===== config.mk =====
export PLATFORM = sky130hd
export DESIGN_NAME = rv_operand_fetch
export DESIGN_NICKNAME = d
export VERILOG_FILES = /design/src/rtl/rv_pkg.sv /design/src/rtl/rv_scoreboard.sv /design/src/rtl/rv_operand_fetch.sv
export SDC_FILE = /design/constraint.sdc
export NUM_CORES = 1
export LEC_CHECK = 0
export BUFFER_PORTS_ARGS = -buffer_cell sky130_fd_sc_hd__buf_2
export CAP_MARGIN = 15
export CORE_AREA = 2 2 116 163
export CTS_BUF_LIST = sky130_fd_sc_hd__clkbuf_4
export DETAILED_ROUTE_END_ITERATION = 8
export DIE_AREA = 0 0 118 165
export GPL_TIMING_DRIVEN = 0
export PLACE_DENSITY = 0.86
export SETUP_SLACK_MARGIN = 0.15
export SLEW_MARGIN = 0
export SYNTH_ARGS = -nofsm -noshare
export SYNTH_HDL_FRONTEND = slang
export SYNTH_HIERARCHICAL = 1
export SYNTH_SLANG_ARGS = --single-unit
export TNS_END_PERCENT = 30

===== constraint.sdc =====
create_clock -name i_clk -period 2.75 [get_ports i_clk]
set_input_delay 0.6875 -clock i_clk [delete_from_list [all_inputs] [get_ports i_clk]]
set_output_delay 0.6875 -clock i_clk [all_outputs]
set_load 0.03 [all_outputs]

===== src/rtl/rv_pkg.sv =====
// rv_pkg: constants and types shared by the RISC-V core blocks.
package rv_pkg;

    localparam int XLEN = 32;

    typedef logic [4:0] reg_idx_t;

    // One-hot decode of a register index into a 32-bit mask; x0 never selects a bit.
    function automatic logic [31:0] reg_mask(input reg_idx_t idx);
        logic [31:0] m;
        m = 32'd0;
        if (idx != 5'd0) begin
            m[idx] = 1'b1;
        end else begin
            m = 32'd0;
        end
        return m;
    endfunction

endpackage


===== src/rtl/rv_scoreboard.sv =====
// rv_scoreboard: busy mask of registers with a write-back still outstanding.
// Bit 0 (x0) is never busy. A set and a clear of the same index in one
// cycle leaves the bit set, because the new writer is younger than the one
// completing.
module rv_scoreboard (
    input  logic       i_clk,
    input  logic       i_reset,
    input  logic       i_set,
    input  logic [4:0] i_set_idx,
    input  logic       i_clr,
    input  logic [4:0] i_clr_idx,
    input  logic [4:0] i_idx1,
    input  logic [4:0] i_idx2,
    output logic       o_busy1,
    output logic       o_busy2
);
    import rv_pkg::*;

    logic [31:0] busy_q;
    logic [31:0] busy_d;
    logic [31:0] set_mask_s;
    logic [31:0] clr_mask_s;

    // Next busy mask: apply the clear first, then the set, so set wins; x0 kept idle.
    always_comb begin
        set_mask_s = 32'd0;
        clr_mask_s = 32'd0;
        if (i_set) begin
            set_mask_s = reg_mask(i_set_idx);
        end else begin
            set_mask_s = 32'd0;
        end
        if (i_clr) begin
            clr_mask_s = reg_mask(i_clr_idx);
        end else begin
            clr_mask_s = 32'd0;
        end
        busy_d = ((busy_q & ~clr_mask_s) | set_mask_s) & ~32'd1;
    end

    // Busy mask register, cleared by reset.
    always_ff @(posedge i_clk) begin
        if (i_reset) begin
            busy_q <= 32'd0;
        end else begin
            busy_q <= busy_d;
        end
    end

    assign o_busy1 = busy_q[i_idx1];
    assign o_busy2 = busy_q[i_idx2];

endmodule


===== src/rtl/rv_operand_fetch.sv =====
// rv_operand_fetch: operand-fetch stage between decode and execute.
// Holds one instruction (S1), addresses the register file (1-cycle read
// latency), patches same-cycle write/read collisions from a registered copy
// of the write-back, and stalls on sources still busy in the scoreboard.
// Optional feature macro: RV_OPFETCH_WB_BYPASS_EN -- forward i_wb_data into
// a busy operand so the consumer issues in the write-back cycle.
module rv_operand_fetch #(
    parameter int XLEN      = rv_pkg::XLEN,
    parameter int PAYLOAD_W = 64
) (
    input  logic                 i_clk,
    input  logic                 i_reset,
    input  logic                 i_valid,
    output logic                 o_ready,
    input  logic [4:0]           i_rs1,
    input  logic [4:0]           i_rs2,
    input  logic                 i_use_rs1,
    input  logic                 i_use_rs2,
    input  logic [4:0]           i_rd,
    input  logic [PAYLOAD_W-1:0] i_payload,
    output logic [4:0]           o_rf_rs1,
    output logic [4:0]           o_rf_rs2,
    input  logic [XLEN-1:0]      i_rf_data1,
    input  logic [XLEN-1:0]      i_rf_data2,
    input  logic                 i_wb_write,
    input  logic [4:0]           i_wb_rd,
    input  logic [XLEN-1:0]      i_wb_data,
    input  logic                 i_flush,
    output logic                 o_valid,
    input  logic                 i_ready,
    output logic [XLEN-1:0]      o_op1,
    output logic [XLEN-1:0]      o_op2,
    output logic [4:0]           o_rd,
    output logic [PAYLOAD_W-1:0] o_payload
);
    import rv_pkg::*;

    logic                 s1_valid_q, s1_valid_d;
    logic [4:0]           s1_rs1_q, s1_rs1_d;
    logic [4:0]           s1_rs2_q, s1_rs2_d;
    logic                 s1_use1_q, s1_use1_d;
    logic                 s1_use2_q, s1_use2_d;
    logic [4:0]           s1_rd_q, s1_rd_d;
    logic [PAYLOAD_W-1:0] s1_payload_q, s1_payload_d;

    logic                 wbr_valid_q, wbr_valid_d;
    logic [4:0]           wbr_rd_q, wbr_rd_d;
    logic [XLEN-1:0]      wbr_data_q, wbr_data_d;

    logic                 busy1_s, busy2_s;
    logic                 byp1_s, byp2_s;
    logic                 hazard_s;
    logic                 issue_s;
    logic                 ready_s;
    logic                 accept_s;
    logic [XLEN-1:0]      op1_s, op2_s;

    // Pick the freshest value of one source: x0, live write-back, registered write-back, RF.
    function automatic logic [XLEN-1:0] resolve_op(
        input logic [4:0]      rs,
        input logic            byp,
        input logic            wbr_valid,
        input logic [4:0]      wbr_rd,
        input logic [XLEN-1:0] wbr_data,
        input logic [XLEN-1:0] wb_data,
        input logic [XLEN-1:0] rf_data
    );
        logic [XLEN-1:0] r;
        r = rf_data;
        if (rs == 5'd0) begin
            r = '0;
        end else if (byp) begin
            r = wb_data;
        end else if (wbr_valid && (wbr_rd != 5'd0) && (wbr_rd == rs)) begin
            r = wbr_data;
        end else begin
            r = rf_data;
        end
        return r;
    endfunction

    rv_scoreboard u_scoreboard (
        .i_clk     (i_clk),
        .i_reset   (i_reset),
        .i_set     (issue_s),
        .i_set_idx (s1_rd_q),
        .i_clr     (i_wb_write),
        .i_clr_idx (i_wb_rd),
        .i_idx1    (s1_rs1_q),
        .i_idx2    (s1_rs2_q),
        .o_busy1   (busy1_s),
        .o_busy2   (busy2_s)
    );

    // Hazard, handshake and operand selection for the held instruction.
    always_comb begin
`ifdef RV_OPFETCH_WB_BYPASS_EN
        byp1_s = i_wb_write && (i_wb_rd != 5'd0) && (i_wb_rd == s1_rs1_q);
        byp2_s = i_wb_write && (i_wb_rd != 5'd0) && (i_wb_rd == s1_rs2_q);
`else
        byp1_s = 1'b0;
        byp2_s = 1'b0;
`endif
        hazard_s = (s1_use1_q && busy1_s && !byp1_s) ||
                   (s1_use2_q && busy2_s && !byp2_s);
        o_valid  = s1_valid_q && !hazard_s;
        issue_s  = o_valid && i_ready;
        ready_s  = !s1_valid_q || issue_s;
        accept_s = i_valid && ready_s;
        op1_s    = resolve_op(s1_rs1_q, byp1_s, wbr_valid_q, wbr_rd_q,
                              wbr_data_q, i_wb_data, i_rf_data1);
        op2_s    = resolve_op(s1_rs2_q, byp2_s, wbr_valid_q, wbr_rd_q,
                              wbr_data_q, i_wb_data, i_rf_data2);
    end

    // S1 next state: flush beats accept, accept refills, issue empties, else hold.
    always_comb begin
        s1_valid_d   = s1_valid_q;
        s1_rs1_d     = s1_rs1_q;
        s1_rs2_d     = s1_rs2_q;
        s1_use1_d    = s1_use1_q;
        s1_use2_d    = s1_use2_q;
        s1_rd_d      = s1_rd_q;
        s1_payload_d = s1_payload_q;
        if (i_flush) begin
            s1_valid_d = 1'b0;
        end else if (accept_s) begin
            s1_valid_d   = 1'b1;
            s1_rs1_d     = i_rs1;
            s1_rs2_d     = i_rs2;
            s1_use1_d    = i_use_rs1;
            s1_use2_d    = i_use_rs2;
            s1_rd_d      = i_rd;
            s1_payload_d = i_payload;
        end else if (issue_s) begin
            s1_valid_d = 1'b0;
        end else begin
            s1_valid_d = s1_valid_q;
        end
    end

    // Registered copy of this cycle's write-back, used to patch next cycle's stale RF data.
    always_comb begin
        wbr_valid_d = i_wb_write;
        wbr_rd_d    = i_wb_rd;
        wbr_data_d  = i_wb_data;
    end

    // State registers for S1 and the collision copy.
    always_ff @(posedge i_clk) begin
        if (i_reset) begin
            s1_valid_q   <= 1'b0;
            s1_rs1_q     <= 5'd0;
            s1_rs2_q     <= 5'd0;
            s1_use1_q    <= 1'b0;
            s1_use2_q    <= 1'b0;
            s1_rd_q      <= 5'd0;
            s1_payload_q <= '0;
            wbr_valid_q  <= 1'b0;
            wbr_rd_q     <= 5'd0;
            wbr_data_q   <= '0;
        end else begin
            s1_valid_q   <= s1_valid_d;
            s1_rs1_q     <= s1_rs1_d;
            s1_rs2_q     <= s1_rs2_d;
            s1_use1_q    <= s1_use1_d;
            s1_use2_q    <= s1_use2_d;
            s1_rd_q      <= s1_rd_d;
            s1_payload_q <= s1_payload_d;
            wbr_valid_q  <= wbr_valid_d;
            wbr_rd_q     <= wbr_rd_d;
            wbr_data_q   <= wbr_data_d;
        end
    end

    // The held instruction is re-read while stalled so its RF data stays current.
    assign o_rf_rs1  = ready_s ? i_rs1 : s1_rs1_q;
    assign o_rf_rs2  = ready_s ? i_rs2 : s1_rs2_q;
    assign o_ready   = ready_s;
    assign o_op1     = op1_s;
    assign o_op2     = op2_s;
    assign o_rd      = s1_rd_q;
    assign o_payload = s1_payload_q;

endmodule


* Word level (Yosys, flattened, before mapping)
Index checks and enable logic that the tools add are counted.
Operators by class: muxes and demuxes 20, bitwise gates (word level) 4, eq/ne operators 2, reduce and logical (&&, ||, !) cells 22, $lt $le $gt $ge 6
Operators with widths (number):
- 32-bit 2-to-1 mux | 8
- 32-bit AND | 1
- 32-bit NOT | 1
- 32-bit bitwise OR | 1
- 5-bit by 6-bit less-than comparator with 1-bit output (second input constant) | 4
- 5-bit nonzero test | 3
- 1-bit binary-select mux with 5-bit select | 2
- 1-bit demux with 5-bit select | 2
- 5-bit equality test | 2
- 5-bit by 1-bit greater-or-equal comparator with 1-bit output (second input constant) | 2
- 1-bit logical AND | 10
- 5-bit logical NOT | 2
- 5-bit 2-to-1 mux | 2
- 1-bit 2-to-1 mux | 6
- 1-bit logical NOT | 2
- 1-bit logical OR | 2
- 2-bit AND reduction | 1
- 2-bit nonzero test | 1
- 2-bit OR reduction | 1
- 1-bit NOT | 1
Word-level totals: input bits 188, output and inout bits 145, logic and storage cells 66, flip-flop bits (word level) 152

* Depth between registers and ports, before layout
word-level depth 10, mapped depth 11, depth with buffers taken out 10

* By module
Netlist, hierarchy kept.
Modules (own cells, without submodules):
- rv_operand_fetch | area an instance 6197.2 µm², sequential area each 2402.3 µm², instances 1, cells each 706
- rv_scoreboard | area an instance 1826.8 µm², sequential area each 620.6 µm², instances 1, cells each 229

* Least setup slack after synthesis
No wires, ideal clock.
path kind register -> output, from reg s1_rs1_q[0], to out o_rf_rs1[0], data required time 2062 ps, cell stages (with the launch flop) 10, arrival 2354 ps, path buffers 2, setup slack -291 ps, cell sequence dfxtp_1 > buf_2 > mux4_2 > nand2b_1 > o211ai_1 > nand4_1 > a22oi_1 > a21boi_0 > buf_2 > mux2_2
On the way: cells in the longest elaborated chain, start to end 9
Ends and longest elaborated chain:
- start: declaration | RTL line rv_operand_fetch.sv:39 | logic [4:0] s1_rs1_q, s1_rs1_d;
- start signal: assignment | RTL line rv_operand_fetch.sv:164 | s1_rs1_q <= s1_rs1_d;
- 1-bit binary-select mux with 5-bit select | RTL line rv_scoreboard.sv:50 | assign o_busy1 = busy_q[i_idx1];
- 1-bit 2-to-1 mux (not written as such) | RTL line rv_scoreboard.sv:50
- named net busy1_s | RTL line rv_operand_fetch.sv:50 | logic busy1_s, busy2_s;
- 1-bit logical AND | RTL line rv_operand_fetch.sv:104 | hazard_s = (s1_use1_q && busy1_s && !byp1_s) ||
- 1-bit logical OR | RTL line rv_operand_fetch.sv:104
- 1-bit logical NOT | RTL line rv_operand_fetch.sv:106 | o_valid = s1_valid_q && !hazard_s;
- 1-bit logical AND | RTL line rv_operand_fetch.sv:106
- 1-bit logical AND | RTL line rv_operand_fetch.sv:107 | issue_s = o_valid && i_ready;
- 1-bit logical OR | RTL line rv_operand_fetch.sv:108 | ready_s = !s1_valid_q || issue_s;
- 5-bit 2-to-1 mux | RTL line rv_operand_fetch.sv:177 | assign o_rf_rs1 = ready_s ? i_rs1 : s1_rs1_q;
- end: declaration | RTL line rv_operand_fetch.sv:21 | output logic [4:0] o_rf_rs1,
The timed path passes the listed nets, and every way through them passes these cells. The select of a mux whose other input is x is not followed.

* Final worst setup path
from reg s1_rs2_q[1], to out o_rf_rs1[1]
On the way: cells in the longest elaborated chain, start to end 9
Ends and longest elaborated chain:
- start: declaration | RTL line rv_operand_fetch.sv:40 | logic [4:0] s1_rs2_q, s1_rs2_d;
- start signal: assignment | RTL line rv_operand_fetch.sv:165 | s1_rs2_q <= s1_rs2_d;
- 1-bit binary-select mux with 5-bit select | RTL line rv_scoreboard.sv:51 | assign o_busy2 = busy_q[i_idx2];
- 1-bit 2-to-1 mux (not written as such) | RTL line rv_scoreboard.sv:51
- named net busy2_s | RTL line rv_operand_fetch.sv:50
- 1-bit logical AND | RTL line rv_operand_fetch.sv:105 | (s1_use2_q && busy2_s && !byp2_s);
- 1-bit logical OR | RTL line rv_operand_fetch.sv:104
- 1-bit logical NOT | RTL line rv_operand_fetch.sv:106
- 1-bit logical AND | RTL line rv_operand_fetch.sv:106
- 1-bit logical AND | RTL line rv_operand_fetch.sv:107
- 1-bit logical OR | RTL line rv_operand_fetch.sv:108
- 5-bit 2-to-1 mux | RTL line rv_operand_fetch.sv:177
The timed path passes the listed nets, and every way through them passes these cells. The select of a mux whose other input is x is not followed.

==> metrics <==
clk slew on worst S/H paths 170 ps; area of the multi-input gates 0.005584 mm^2; Final Setup Violations ~160; crit-path cells clkbuf_4, mux4_2, nand2b_4, o211ai_1, nand4_1, a22oi_2, a21boi_4, buf_6, mux2_4, buf_8; CTS Hold Bufs 0; Pwr per Cell Area 469.4 mW/mm^2; die extent in y 165 um; antenna-violating nets left 0; Clock Sinks between 150 and 200; TritonCTS clock tree built; Power Total 5.768 mW; failing checks setup timing; Syn Inst Count between 900 and 1000; placement-stage cell area ~0.01 mm^2; Root Buffer Master clkbuf_4; Routed WL about 35 mm; die area slightly below 0.02 mm^2; pin count of the biggest net entering global routing 18; skew final 33.87 ps; worst path buffer plus inverter count 3; M3 GR Usage 9.772%; Syn-to-layout area delta 53.14%; worst setup margin -931.0 ps; critical-path maximum fanout 10; GP Congestion between 0.9 and 1; crit share post-route 133.9%; layout cells sized above 1 44.83%; Fillers 1295; EDFF count, synth 0; hold slack between 300 and 400 ps; met2 GRT Util 55.44%; worst reg2reg startpoint s1_rs2_q[1]; status finished with violations; Hold Path Sink wbr_data_q[2]; I/O Buffers 332; Yosys top cell area share a little under two fifths; Reg2Reg Setup Slack -100 ps; core outline area 0.01792 mm^2; most frequent cells after synthesis 166 x nand2b_1, 151 x dfxtp_1, 99 x mux2i_1; pre-CTS setup slack -477.4 ps; DRT iter0 DRCs 1054; CP Launch Type register; final worst path period need 3681 ps; RSZ-0062 raised after global routing true; Max Freq 271.7 MHz; fraction of registers with async set/reset 0%; Max Buffers Root-to-Sink 2; reg2reg path depth 12; count leader, synth nand2b_1; Max Cap Viol 0; Worst slew margin 51.72%; Cells on Worst Hold Path 2; final net count 1500; routing usage on met1 32.32%; WS Path Type register to primary output; H-tree depth 4; Slew @ Worst Pin 724.2 ps; I/O pin cnt 333; vias in the first global route 8573; CP endpoint kind primary output; Peak VDD IR 0.4175 mV; CP peak stage delay 470 ps; Synth area leaders dfxtp_1 38%, nand2b_1 13%, mux2i_1 12%; R2R Path End s1_rs2_q[1]; final instance area about 0.012 mm^2; Clk Latency, worst-skew pair 580 ps; via count slightly above 9000; initial antenna violation count 5; Syn Nets 1123; GRT Util Overall 31.23%; Max Slew Vio Count 0; DIE WIDTH 118 um; Leak Pwr between 4 and 5 nW; Synth Warn # 6; WL/cell 22.22 um; syn avg cell area 8.582 um^2; slowest CP cell dfxtp_2; Rows 58; CP arrival approximately 3000 ps; Synth area leader dfxtp_1; sequential cell area 0.003059 mm^2; Initial Utilization 44.76%; flops & latches, synth 151; Main synth FF type dfxtp_1; final hold viol count 0; Top delay family on crit path multiplexers; Seq/Total Area, Yosys between 30% and 40%; first drt pass iteration count 8; GR peak layer met2; Remaining Overflow, GRT 0; Req. time, crit path 2060 ps; vias per std cell 5.847; first-pass GRT wire length 47.33 mm; hold path startpoint i_wb_data[2]; cts bufs inserted 17; Cell Area, Synth 0.008024 mm^2; HP Class input pin to register; Distinct cells, synth 41; DP Wirelength approximately 23 mm; number of remaining DRC errors 0
==> how the worst max path moves through the flow <==
stage	slack (ps)	cells after the start	endpoint	startpoint
2_1_floorplan	-40	9	o_rf_rs1[0]	s1_rs1_q[0]
3_3_place_gp	-450	10	o_rf_rs1[2]	s1_rs1_q[2]
3_5_place_dp	-480	10	u_scoreboard/busy_q[12]	s1_rs2_q[1]
4_1_cts	-900	10	o_rf_rs1[1]	s1_rs1_q[0]
5_1_grt	-1040	10	o_rf_rs1[1]	s1_rs2_q[1]
6_report	-930	10	o_rf_rs1[1]	s1_rs2_q[1]
==> timing repair <==
item                                    in CTS  in global routing
setup buffers                               14                  5
gates cloned                                 7                  0
pin swaps                                  104                 43
gates resized for setup                    314                125
endpoints found under the setup margin     188                188
==> per-stage QoR <==
step | util [%] | instances | setup TNS (ps)
after floorplan | - | 935 | -307.4
after global placement | 56.06 | 1507 | -17030
after detailed placement | 56.06 | 1507 | -20250
after CTS | 64.94 | 1560 | -39680
after global routing | 68.51 | 1568 | -56730
final | 68.55 | 1571 | -40710
==> power by group <==
group	switching, mW	internal (mW)
Combinational	1.22	0.791
Sequential	0.0863	2.28
Clock	0.978	0.415
Total	2.28	3.49
==> kinds of logic (layout without fill, tap and decap cells) <==
family / count (synthesis) / in the layout / share of synthesized area, %
XOR/XNOR: 10 / 10 / 1.091
flip-flops: 151 / 151 / 37.67
AND/OR/NAND/NOR: 396 / 396 / 28.33
other: 0 / 6 / 0
buffers and inverters: 84 / 474 / 4.756
multiplexers: 115 / 115 / 15.44
AO/OA/AOI/OAI: 179 / 179 / 12.71
==> flip-flops by register name, indices dropped and copies added (netlist names) <==
signal,count
s1_rs1_q,5
wbr_data_q,32
wbr_valid_q,1
s1_valid_q,1
s1_use1_q,1
o_payload,64
wbr_rd_q,5
u_scoreboard/busy_q,31
s1_rs2_q,5
s1_use2_q,1
o_rd,5
==> layout make-up <==
class | count | area share, %
Multi-Input combinational cell | 700 | 45.44
Inverter | 3 | 0.09164
Antenna cell | 6 | 0.1222
Clock buffer | 17 | 1.039
Sequential cell | 151 | 24.90
Buffer | 81 | 4.908
Clock inverter | 15 | 1.283
Timing Repair Buffer | 358 | 19.77
Tap cell | 240 | 2.444
==> cells in the final DEF (no fill, tap or decap), types with 5 or more instances in the layout <==
cell	Yosys	routed
clkbuf_4	0	26
clkbuf_2	0	11
nor2_1	11	9
nand4_1	52	52
nand2b_1	166	162
o31ai_4	0	24
o21ai_4	0	26
o31ai_2	0	6
o21ai_0	33	31
a21oi_2	0	29
buf_12	0	8
mux2_4	0	8
diode_2	0	6
mux2i_1	99	99
dfxtp_1	151	136
dfxtp_4	0	7
o21ai_2	1	5
nand3b_1	5	5
buf_4	8	27
nand2_1	71	67
a21oi_1	69	39
buf_2	11	261
buf_6	3	87
inv_8	0	6
dfxtp_2	0	8
xnor2_1	10	8
nor2b_1	42	42
nand3_1	25	24
clkbuf_1	52	29
mux4_2	6	6
==> per-layer routing <==
metal,vias up,wire (um)
met5,-,15
met3,183,3722
met4,2,2135
met1,4265,11710
li1,4046,-
met2,689,17330
(Power assumes the default switching activity.)
